$ cat src/rtl/cache_pkg.sv
// Shared types and constants for the 4-way cache set controller.
package cache_pkg;
  localparam int unsigned WAYS   = 4;
  localparam int unsigned AGE_W  = 2;
  localparam int unsigned IDX_W  = 2;
  localparam int unsigned ADDR_W = 32;
  localparam int unsigned DATA_W = 8;
  localparam int unsigned CNT_W  = 8;
  localparam logic [AGE_W-1:0] AGE_MAX = '1;

  typedef enum logic [2:0] {
    ST_IDLE,
    ST_LOOKUP,
    ST_UPDATE,
    ST_FETCH,
    ST_FILL,
    ST_RESP
  } state_t;
endpackage

$ cat src/rtl/lru_victim_sel.sv
// Combinational hit/victim selection and LRU age-increment mask for one set.
module lru_victim_sel
  import cache_pkg::*;
(
  input  logic [WAYS*AGE_W-1:0] i_age,
  input  logic [WAYS-1:0]       i_empty,
  input  logic [WAYS-1:0]       i_hit,
  input  logic [IDX_W-1:0]      i_tgt_idx,
  input  logic                  i_tgt_empty,
  output logic [IDX_W-1:0]      o_hit_idx,
  output logic                  o_any_hit,
  output logic                  o_multi_hit,
  output logic [IDX_W-1:0]      o_victim_idx,
  output logic                  o_victim_empty,
  output logic [WAYS-1:0]       o_inc_mask
);
  logic [AGE_W-1:0] w_thr;

  always_comb begin
    logic found_hit;
    logic found_empty;
    logic found_old;
    logic [IDX_W-1:0] old_idx;
    o_hit_idx      = '0;
    o_victim_idx   = '0;
    o_victim_empty = 1'b0;
    o_any_hit      = |i_hit;
    o_multi_hit    = ($countones(i_hit) > 1);
    found_hit      = 1'b0;
    found_empty    = 1'b0;
    found_old      = 1'b0;
    old_idx        = '0;
    for (int unsigned i = 0; i < WAYS; i++) begin
      if (i_hit[i] && !found_hit) begin
        o_hit_idx = IDX_W'(i);
        found_hit = 1'b1;
      end
      if (i_empty[i] && !found_empty) begin
        o_victim_idx   = IDX_W'(i);
        o_victim_empty = 1'b1;
        found_empty    = 1'b1;
      end
      if ((i_age[i*AGE_W +: AGE_W] == AGE_MAX) && !found_old) begin
        old_idx   = IDX_W'(i);
        found_old = 1'b1;
      end
    end
    if (!found_empty && found_old) o_victim_idx = old_idx;
  end

  // An empty target has no meaningful rank, so every non-saturated live way ages.
  assign w_thr = i_tgt_empty ? AGE_MAX : i_age[i_tgt_idx*AGE_W +: AGE_W];

  always_comb begin
    o_inc_mask = '0;
    for (int unsigned i = 0; i < WAYS; i++) begin
      o_inc_mask[i] = !i_empty[i] && (IDX_W'(i) != i_tgt_idx) &&
                      (i_age[i*AGE_W +: AGE_W] < w_thr);
    end
  end
endmodule

$ cat src/rtl/cache_set_ctrl.sv
// Request-side controller for one 4-way cache set: lookup, LRU update, miss fetch and fill.
module cache_set_ctrl
  import cache_pkg::*;
#(
  parameter int unsigned WAYS        = cache_pkg::WAYS,
  parameter int unsigned ADDR_W      = cache_pkg::ADDR_W,
  parameter int unsigned DATA_W      = cache_pkg::DATA_W,
  parameter int unsigned MEM_TIMEOUT = 255
) (
  input  logic                   clk,
  input  logic                   rst,
  input  logic                   req_valid,
  output logic                   req_ready,
  input  logic                   req_write,
  input  logic [ADDR_W-1:0]      req_addr,
  input  logic [DATA_W-1:0]      req_wdata,
  output logic                   resp_valid,
  output logic [DATA_W-1:0]      resp_data,
  output logic                   resp_hit,
  output logic                   resp_err,
  output logic                   line_ready,
  output logic [ADDR_W-1:0]      line_addr,
  output logic [WAYS-1:0]        line_try_read,
  output logic [WAYS-1:0]        line_try_write,
  output logic [DATA_W-1:0]      line_wdata,
  output logic [WAYS-1:0]        line_reset_age,
  output logic [WAYS-1:0]        line_inc_age,
  input  logic [WAYS*DATA_W-1:0] line_data,
  input  logic [WAYS*AGE_W-1:0]  line_age,
  input  logic [WAYS-1:0]        line_hit,
  input  logic [WAYS-1:0]        line_empty,
  output logic                   mem_req,
  output logic [ADDR_W-1:0]      mem_addr,
  input  logic                   mem_ack,
  input  logic [DATA_W-1:0]      mem_rdata
);
  localparam logic [CNT_W-1:0] TO_LAST = CNT_W'(MEM_TIMEOUT - 1);

  state_t             r_state, w_next;
  logic [ADDR_W-1:0]  r_addr;
  logic               r_write;
  logic [DATA_W-1:0]  r_data;
  logic               r_hit;
  logic               r_err;
  logic [IDX_W-1:0]   r_way;
  logic               r_victim_empty;
  logic [CNT_W-1:0]   r_cnt;

  logic [IDX_W-1:0]   w_hit_idx, w_victim_idx;
  logic               w_any_hit, w_multi_hit, w_victim_empty, w_tgt_empty;
  logic [WAYS-1:0]    w_inc_mask, w_way_oh;

  assign w_tgt_empty = (r_state == ST_FILL) && r_victim_empty;
  assign w_way_oh    = WAYS'(1) << r_way;

  lru_victim_sel u_sel (
    .i_age          (line_age),
    .i_empty        (line_empty),
    .i_hit          (line_hit),
    .i_tgt_idx      (r_way),
    .i_tgt_empty    (w_tgt_empty),
    .o_hit_idx      (w_hit_idx),
    .o_any_hit      (w_any_hit),
    .o_multi_hit    (w_multi_hit),
    .o_victim_idx   (w_victim_idx),
    .o_victim_empty (w_victim_empty),
    .o_inc_mask     (w_inc_mask)
  );

  always_ff @(posedge clk or posedge rst) begin
    if (rst) begin
      r_state        <= ST_IDLE;
      r_addr         <= '0;
      r_write        <= 1'b0;
      r_data         <= '0;
      r_hit          <= 1'b0;
      r_err          <= 1'b0;
      r_way          <= '0;
      r_victim_empty <= 1'b0;
      r_cnt          <= '0;
    end else begin
      r_state <= w_next;
      case (r_state)
        ST_IDLE: if (req_valid) begin
          r_addr  <= req_addr;
          r_write <= req_write;
          r_data  <= req_wdata;
          r_hit   <= 1'b0;
          r_err   <= 1'b0;
        end
        ST_LOOKUP: begin
          r_hit          <= w_any_hit;
          r_err          <= w_multi_hit;
          r_way          <= w_any_hit ? w_hit_idx : w_victim_idx;
          r_victim_empty <= w_victim_empty;
          r_cnt          <= '0;
        end
        ST_UPDATE: if (!r_write) r_data <= line_data[r_way*DATA_W +: DATA_W];
        ST_FETCH: begin
          if (mem_ack) begin
            r_data <= mem_rdata;
          end else begin
            r_cnt <= r_cnt + 1'b1;
            if (r_cnt == TO_LAST) begin
              r_err  <= 1'b1;
              r_data <= '0;
            end
          end
        end
        default: ;
      endcase
    end
  end

  always_comb begin
    w_next         = r_state;
    req_ready      = 1'b0;
    resp_valid     = 1'b0;
    resp_data      = '0;
    resp_hit       = 1'b0;
    resp_err       = 1'b0;
    line_try_read  = '0;
    line_try_write = '0;
    line_wdata     = '0;
    line_reset_age = '0;
    line_inc_age   = '0;
    mem_req        = 1'b0;
    case (r_state)
      ST_IDLE: begin
        req_ready = 1'b1;
        if (req_valid) w_next = ST_LOOKUP;
      end
      ST_LOOKUP: begin
        line_try_read = '1;
        if (w_any_hit)    w_next = ST_UPDATE;
        else if (r_write) w_next = ST_FILL;
        else              w_next = ST_FETCH;
      end
      ST_UPDATE: begin
        line_reset_age = w_way_oh;
        line_inc_age   = w_inc_mask;
        if (r_write) begin
          line_try_write = w_way_oh;
          line_wdata     = r_data;
        end
        w_next = ST_RESP;
      end
      ST_FETCH: begin
        mem_req = 1'b1;
        if (mem_ack)               w_next = ST_FILL;
        else if (r_cnt == TO_LAST) w_next = ST_RESP;
      end
      ST_FILL: begin
        line_try_write = w_way_oh;
        line_wdata     = r_data;
        line_reset_age = w_way_oh;
        line_inc_age   = w_inc_mask;
        w_next         = ST_RESP;
      end
      ST_RESP: begin
        resp_valid = 1'b1;
        resp_data  = r_data;
        resp_hit   = r_hit;
        resp_err   = r_err;
        w_next     = ST_IDLE;
      end
      default: w_next = ST_IDLE;
    endcase
  end

  assign line_ready = ~rst;
  assign line_addr  = r_addr;
  assign mem_addr   = r_addr;
endmodule
$ cat config.mk
export PLATFORM = sky130hd
export DESIGN_NAME = cache_set_ctrl
export DESIGN_NICKNAME = d
export VERILOG_FILES = /design/src/rtl/cache_pkg.sv /design/src/rtl/lru_victim_sel.sv /design/src/rtl/cache_set_ctrl.sv
export SDC_FILE = /design/constraint.sdc
export NUM_CORES = 1
export LEC_CHECK = 0
export CAP_MARGIN = 0
export CELL_PAD_IN_SITES_DETAIL_PLACEMENT = 1
export CELL_PAD_IN_SITES_GLOBAL_PLACEMENT = 2
export CORE_ASPECT_RATIO = 1.25
export CORE_UTILIZATION = 25
export CTS_BUF_LIST = sky130_fd_sc_hd__clkbuf_8
export CTS_CLUSTER_SIZE = 25
export DETAILED_ROUTE_END_ITERATION = 12
export HOLD_SLACK_MARGIN = 0.08
export PLACE_DENSITY_LB_ADDON = 0.1
export SETUP_SLACK_MARGIN = 0.2
export SLEW_MARGIN = 10
export SYNTH_ARGS = -nofsm -noshare
export SYNTH_HDL_FRONTEND = slang
export SYNTH_SLANG_ARGS = --single-unit
$ cat constraint.sdc
create_clock -name clk -period 4.32 [get_ports clk]
set_input_delay 0.864 -clock clk [delete_from_list [all_inputs] [get_ports clk]]
set_output_delay 0.864 -clock clk [all_outputs]
set_load 0.01 [all_outputs]
======== Word level (Yosys, flattened, before mapping) ========
Index checks and enable logic that the tools add are counted.
operators by class
  shifts and indexed selects .............. 3
  multiplexer cells ....................... 54
  reductions and logical operators ........ 47
  bitwise logic cells ..................... 1
  eq/ne operators ......................... 18
  $lt $le $gt $ge ......................... 5
  add/sub/neg operators ................... 4
  multipliers ............................. 0
  div/mod/pow operators ................... 0
operators with widths
  cell                 number
  $mux 8               7
  $add 32x32->32       1
  $gt 32x2->1 const B  1
  $pmux 8 s2           2
  $shiftx 32x6->8      1
  $pmux 8 s3           1
  $mux 1               22
  $logic_and 1x1->1    19
  $mux 2               9
  $mux 4               4
  $mux 3               5
  $logic_not 1->1      14
  $pmux 3 s4           1
  $add 8x1->8 const B  1
  $eq 2x2->1 const B   4
  $eq 8x8->1 const B   1
  $lt 2x2->1           4
  $ne 2x2->1 const B   4
  $pmux 4 s2           1
  $reduce_and 2->1     4
  $reduce_and 4->1     2
  $shiftx 8x4->2       1
  $eq 3x2->1 const B   2
  $eq 3x3->1 const B   2
  14 further kinds     19
word-level totals
  memory bits (read-only) ................. 0
  memories ................................ 0
  output and inout port bits .............. 102
  input bits .............................. 101
  RAM bits ................................ 0
  latch bits .............................. 0
  register bits ........................... 57
  word-level logic and storage cells ...... 141

======== Logic depth before layout (Yosys ltp) ========
Gate-level depths: netlist (run 1).
  depth after elaboration ................. 14
  mapped depth ............................ 7

======== Hierarchy ========
From an unflattened synthesis (run 1), not the netlist that was laid out.
second synthesis, totals
  cells, all modules ...................... 382
  area, all modules ....................... 3,731.1 µm²
by module, submodules not included
  module          cells an instance  area each (µm²)  times used
  cache_set_ctrl  327                3,350.7          1
  lru_victim_sel  55                 380.4            1

======== Least setup slack after synthesis (run 1) ========
No wires, ideal clock.
  kind .................................... in2out
  start ................................... input rst
  end ..................................... output line_ready
  setup slack ............................. 1,356 ps
  path buffers ............................ 0
  required time ........................... 3,456 ps
  data arrival time ....................... 2,100 ps
  cell stages on the path ................. 1
  cell sequence ........................... inv_1
on the way
  cells in the longest elaborated chain, start to end .. 1
RTL lines
  item                RTL line               RTL
  start: declaration  cache_set_ctrl.sv:11   input logic rst,
  $not 1->1           cache_set_ctrl.sv:171  assign line_ready = ~rst;
  end: declaration    cache_set_ctrl.sv:21   output logic line_ready,
No other way between the ends.

======== Worst setup path in the final report (run 1) ========
  start ................................... input line_age[4]
  end ..................................... output line_inc_age[3]
on the way
  cells in the longest elaborated chain, start to end .. 5
RTL lines
  item                RTL line               RTL
  start: declaration  cache_set_ctrl.sv:29   input logic [WAYS*AGE_W-1:0] line_age,
  $shiftx 8x4->2      lru_victim_sel.sv:52   assign w_thr = i_tgt_empty ? AGE_MAX : i_age[i_tgt_idx*AGE_W +: AGE_W];
  $mux 2              lru_victim_sel.sv:52
  $lt 2x2->1          lru_victim_sel.sv:58   (i_age[i*AGE_W +: AGE_W] < w_thr);
  $logic_and 1x1->1   lru_victim_sel.sv:57   o_inc_mask[i] = !i_empty[i] && (IDX_W'(i) != i_tgt_idx) &&
  $mux 4              cache_set_ctrl.sv:128  case (r_state)
  end: declaration    cache_set_ctrl.sv:27   output logic [WAYS-1:0] line_inc_age,
No other way between the ends.

==> results of run 1 <==
==> registers in the layout, indices dropped and copies added (netlist names) <==
| register | cells |
|---|---|
| r_hit | 1 |
| line_addr | 32 |
| r_data | 8 |
| r_write | 1 |
| r_victim_empty | 1 |
| r_state | 3 |
| r_way | 2 |
| r_cnt | 8 |
| r_err | 1 |
==> where the power goes <==
part           internal [mW]  switching [mW]
Clock                  0.372           0.216
Combinational           1.18           0.911
Sequential             0.773           0.255
Total                   2.33            1.38
==> per-layer routing <==
layer / up-vias / wire length, um
met1: 1732 / 5007
met4: 0 / 125
met2: 150 / 5906
met5: - / 0
li1: 1715 / -
met3: 10 / 837
==> worst min-delay path, cell delays in order, from the launching register on <==
cell and delay, ns:
dfrtp_1 0.34, o31ai_1 0.07, o31ai_1 0.06
==> Yosys cell counts (9+ instances only) <==
library cell / number / share of area, %
o22ai_1: 16 / 2.6
o21ai_1: 9 / 1.2
nor2_1: 22 / 2.1
clkbuf_1: 10 / 0.97
dfrtp_1: 57 / 37
nand2_1: 26 / 2.5
nand3_1: 15 / 1.9
mux2i_1: 18 / 4.7
o31ai_1: 12 / 2.3
buf_4: 40 / 7.8
mux2_2: 33 / 9.6
inv_1: 13 / 1.3
and2_1: 24 / 3.9
==> cell families (layout without fill, tap and decap cells) <==
family	after synthesis	after routing	synth area share [%]
AOI/OAI and AO/OA	75	75	13.08
xor gates and xnor gates	7	7	1.591
muxes	52	52	14.90
DFF	57	57	37.01
buffers and inverters	77	237	12.47
adders and majority gates	8	8	2.792
and+or+nand+nor	126	126	18.15
==> area by class of cell <==
| type | instances | area, um2 | area share (%) |
|---|---|---|---|
| Sequential cell | 57 | 1426 | 23.95 |
| Multi-Input combinational cell | 268 | 1947 | 32.69 |
| Timing Repair Buffer | 208 | 2067 | 34.71 |
| Clock inverter | 4 | 73.82 | 1.239 |
| Clock buffer | 12 | 165.2 | 2.773 |
| Tap cell | 182 | 227.7 | 3.824 |
| Inverter | 13 | 48.80 | 0.8193 |
==> worst max path at each step <==
stage	slack (ns)	start	to
after detailed placement	0.59	line_age[2]	line_inc_age[0]
after global placement	0.64	line_age[4]	line_inc_age[3]
after global routing	0.37	r_state[2]	line_inc_age[2]
after floorplan	1.36	rst	line_ready
final	0.58	line_age[4]	line_inc_age[3]
after CTS	0.56	r_state[2]	line_wdata[1]
==> flow_summary.json, run 1 <==
{
  "synth_seq_cells": 57,
  "detail_route.wl_per_cell_um": 15.96,
  "synth_nets": 511,
  "io_pins": 203,
  "path_depth": 6,
  "path_buf_inv": 2,
  "startpoint_type": "primary input",
  "finalCritPeriodShare_pct": 86.68,
  "place_hpwl_mm": 9.410,
  "wl_mm": 11.88,
  "reg2reg_from": "r_state[2]",
  "synthCells": 402,
  "cts_tree": "yes",
  "layout_setup_ws_ns": 0.5753,
  "rrSetupSlack_ns": 2.16,
  "cts_resized": 0,
  "synthArstFlopShare_pct": 100.0,
  "drtIter0Drc": 66,
  "critPathKind": "in -> out",
  "yosysSeqAreaShare_pct": 37.01,
  "power.density_mw_per_mm2": 622.9,
  "cp.arrival_ns": 2.88,
  "cts.sinks": 57,
  "final_cell_mix": "202 x clkdlybuf4s50_1, 57 x dfrtp_1, 33 x mux2_2",
  "clock_latency_ns": 0.34,
  "area_growth_pct": 54.55,
  "end_kind": "output port",
  "antenna_found_initial": 0,
  "ir_drop_uv": 184.0,
  "die_w_um": 113.1,
  "ctsHoldBuffers": 0,
  "skew_ns": 0.01072,
  "post-route-util_pct": 39.67,
  "slew_headroom_pct": 40.05,
  "yosys_warnings": 0,
  "critPathMaxFanout": 8,
  "die_h_um": 140.8,
  "clk_pin_slew_ns": 0.06,
  "worst_pin_slew_ns": 0.8928,
  "n_antenna_cell": 0,
  "synth_edf_count": 0,
  "ys_types": 53,
  "p_total_mw": 3.710,
  "synthFlopType": "dfrtp_1",
  "grt-ovfl-total": 0,
  "cts_setup_buffers": 0,
  "cts_root_buf": "clkbuf_8",
  "placedInstanceArea_mm2": 0.005717,
  "status": "complete, no violations",
  "crit_family": "buffers and inverters",
  "antenna_left": 0,
  "design.core.area_mm2": 0.01501,
  "final_cells": 744,
  "num_vias": 3607,
  "regToRegEndpoint": "r_way[1]",
  "grt_util_met1_pct": 17.64,
  "place_congestion": 0.7235,
  "io_buffers": 202,
  "h-tree-depth": 3,
  "critical-path-slowest-cell": "clkdlybuf4s50_1",
  "rsz0062_at_grt": "false",
  "worst_ep_required_time_ns": 3.46,
  "final_nets": 666,
  "grt_pass1_vias": 3706,
  "whs_endpoint": "r_err",
  "whs_ns": 0.5022,
  "fmax_mhz": 267.0,
  "drt_pass1_iterations": 4,
  "pre_cts_ws_ns": 0.5919,
  "placedCellCount": 728,
  "hold_start": "r_err",
  "drive_gt1_share_pct": 10.85,
  "start_util_pct": 25.67,
  "path_cells": "clkdlybuf4s50_1 > or4bb_1 > o311ai_0 > nand4b_1 > nand2_1 > clkdlybuf4s50_1",
  "ff2ff_path_depth": 4,
  "fin_tns_setup_ns": 0,
  "slew_violations": 0,
  "fin_crit_ns": 3.745,
  "maxCapViolations": 0,
  "grt_usage_pct": 15.18,
  "synth_area_mm2": 0.003854,
  "postLayoutCellArea_mm2": 0.005956,
  "final_common_cell": "clkdlybuf4s50_1",
  "grt_start_max_net_pins": 58,
  "nFillCells": 1722,
  "finalSetupViolations": 0,
  "hold_path_class": "reg -> reg",
  "numCtsBuffers": 9,
  "vias_per_cell": 4.848,
  "grt_pass1_wl_mm": 19.25,
  "path_common_cell": "clkdlybuf4s50_1",
  "hold_violations": 0,
  "clock_path_buffers": 2,
  "cp_slowest_stage_delay_ns": 0.60,
  "busiest_layer": "met2",
  "rows": 50,
  "dieArea_mm2": 0.01592,
  "syn_avg_cell_area_um2": 9.586,
  "p_leak_nw": 2.362,
  "drt_drc_violations_left": 0,
  "use_met2_pct": 27.12,
  "hold_depth": 2,
  "met3_usage_pct": 3.181
}
Power figures use the tool's default switching activity.
==> run 2, diff against run 1 <==
--- a/config.mk
+++ b/config.mk
@@ -16,7 +16,7 @@
 export HOLD_SLACK_MARGIN = 0.08
 export PLACE_DENSITY_LB_ADDON = 0.1
 export SETUP_SLACK_MARGIN = 0.2
-export SLEW_MARGIN = 10
+export SLEW_MARGIN = 20
 export SYNTH_ARGS = -nofsm -noshare
 export SYNTH_HDL_FRONTEND = slang
 export SYNTH_SLANG_ARGS = --single-unit
==> results of run 2 <==
Final layout, timing and power as in run 1 (identical DEF).
==> run 3, diff against run 2 <==
--- a/config.mk
+++ b/config.mk
@@ -9,7 +9,7 @@
 export CELL_PAD_IN_SITES_DETAIL_PLACEMENT = 1
 export CELL_PAD_IN_SITES_GLOBAL_PLACEMENT = 2
 export CORE_ASPECT_RATIO = 1.25
-export CORE_UTILIZATION = 25
+export CORE_UTILIZATION = 21
 export CTS_BUF_LIST = sky130_fd_sc_hd__clkbuf_8
 export CTS_CLUSTER_SIZE = 25
 export DETAILED_ROUTE_END_ITERATION = 12
==> constraint.sdc (replaced) <==
create_clock -name clk -period 3.4 [get_ports clk]
set_input_delay 0.68 -clock clk [delete_from_list [all_inputs] [get_ports clk]]
set_output_delay 0.68 -clock clk [all_outputs]
set_load 0.01 [all_outputs]
==> run 3 against run 2 <==
Die area increased by 19%. Final area is 2.2% higher. Largest cell class unchanged. Critical path type unchanged. Setup slack got worse by 0.31 ns. Hold slack gained 0.0063 ns. Clock power grew 20%. Global-route usage is 1.5 points lower.
==> flow_summary.json, run 3 (synthesis results as in run 1) <==
{
  "cts_root_buf": "clkbuf_8",
  "path_common_cell": "clkdlybuf4s50_1",
  "placedCellCount": 784,
  "wl_mm": 12.86,
  "placedInstanceArea_mm2": 0.005849,
  "slew_headroom_pct": 49.19,
  "final_nets": 676,
  "drt_pass1_iterations": 4,
  "pre_cts_ws_ns": 0.08841,
  "clock_latency_ns": 0.33,
  "worst_ep_required_time_ns": 2.72,
  "path_cells": "clkdlybuf4s50_1 > buf_4 > mux2i_1 > o311ai_0 > nand3_1 > nand2_1 > clkdlybuf4s50_1",
  "finalCritPeriodShare_pct": 92.33,
  "status": "complete, no violations",
  "vias_per_cell": 4.576,
  "power.density_mw_per_mm2": 784.7,
  "antenna_found_initial": 0,
  "whs_ns": 0.5085,
  "grt-ovfl-total": 0,
  "finalSetupViolations": 0,
  "rows": 55,
  "io_pins": 203,
  "clock_path_buffers": 2,
  "die_h_um": 153.5,
  "fmax_mhz": 318.5,
  "grt_start_max_net_pins": 58,
  "ir_drop_uv": 194.6,
  "fin_tns_setup_ns": 0,
  "end_kind": "output port",
  "skew_ns": 0.006917,
  "place_congestion": 0.7150,
  "n_antenna_cell": 0,
  "grt_pass1_vias": 3725,
  "p_leak_nw": 2.415,
  "drtIter0Drc": 116,
  "cts_setup_buffers": 0,
  "hold_path_class": "reg -> reg",
  "place_hpwl_mm": 10.31,
  "antenna_left": 0,
  "critPathMaxFanout": 7,
  "grt_usage_pct": 13.68,
  "final_cell_mix": "199 x clkdlybuf4s50_1, 54 x dfrtp_1, 33 x mux2_2",
  "final_cells": 800,
  "die_w_um": 123.2,
  "slew_violations": 0,
  "critical-path-slowest-cell": "clkdlybuf4s50_1",
  "clk_pin_slew_ns": 0.06,
  "rsz0062_at_grt": "true",
  "cts_tree": "yes",
  "maxCapViolations": 0,
  "h-tree-depth": 3,
  "ctsHoldBuffers": 0,
  "num_vias": 3661,
  "worst_pin_slew_ns": 0.7622,
  "dieArea_mm2": 0.01890,
  "cts.sinks": 57,
  "largest_reg_flops": 32,
  "fin_crit_ns": 3.139,
  "grt_pass1_wl_mm": 20.17,
  "critPathKind": "in -> out",
  "drive_gt1_share_pct": 13.11,
  "crit_family": "buffers and inverters",
  "detail_route.wl_per_cell_um": 16.07,
  "design.core.area_mm2": 0.01803,
  "area_growth_pct": 57.92,
  "startpoint_type": "primary input",
  "final_common_cell": "clkdlybuf4s50_1",
  "io_buffers": 202,
  "numCtsBuffers": 9,
  "cp_slowest_stage_delay_ns": 0.53,
  "layout_setup_ws_ns": 0.2608,
  "postLayoutCellArea_mm2": 0.006086,
  "start_util_pct": 21.37,
  "path_buf_inv": 3,
  "hold_violations": 0,
  "cp.arrival_ns": 2.46,
  "drt_drc_violations_left": 0
}
run 3: changes by cell type in the layout (fill, tap and decap cells not counted), moves of 2 or more:
cell,delta
dfrtp_2,+3
o311ai_1,+3
buf_4,+10
dlygate4sd2_1,+3
dfrtp_1,-3
o311ai_0,-3
clkbuf_8,+2
clkdlybuf4s50_1,-3
run 3: stage by stage:
stage | total power, mW | utilization [%]
finish | 4.776 | 33.75
global route | 5.145 | 33.75
CTS | 4.866 | 33.69
detailed placement | 4.135 | 32.44
global placement | 4.095 | 32.44
floorplan | 2.937 | -
run 3: final cells by class:
cell class / count / area, um2
Clock buffer: 14 / 192.7
Inverter: 13 / 48.80
Timing Repair Buffer: 218 / 2138
Sequential cell: 57 / 1430
Fill cell: 2053 / 11940
Tap cell: 228 / 285.3
Clock inverter: 2 / 33.78
Multi-Input combinational cell: 268 / 1957
run 3: worst paths after layout:
check / from / end / slack [ns] / cells after the start
worst min register to register: r_err / r_err / 0.51 / 2
worst max-delay path: line_age[4] / line_inc_age[1] / 0.26 / 7
min in group asynchronous: rst / line_addr[24] / 0.89 / 3
max in group asynchronous: rst / r_way[1] / 1.95 / 3
worst max register to register: r_state[0] / line_addr[7] / 1.29 / 5
worst min-delay path: r_err / r_err / 0.51 / 2
run 3: worst min-delay path: stages (launching register included):
cell and delay [ns]:
dfrtp_1 0.35, o31ai_1 0.07, o31ai_1 0.06
run 3: repair_timing:
item / in CTS / in global routing
resized for setup: 5 / 6
endpoints found under the setup margin: 10 / 10
pin swaps: 0 / 0
run 3: routing by layer:
metal	global-route usage [%]	vias to the layer above	routed length [um]
li1	-	1732	-
met1	15.93	1777	5182
met2	24.42	145	6677
met3	3.172	7	889
met4	3.959	0	108
met5	0	-	0
run 3: report_power, final:
group          total, mW  leakage, nW  switching [mW]  internal, mW
Clock              0.708        0.120           0.271         0.436
Combinational       2.76         1.60            1.21          1.55
Sequential          1.31        0.691           0.319         0.987
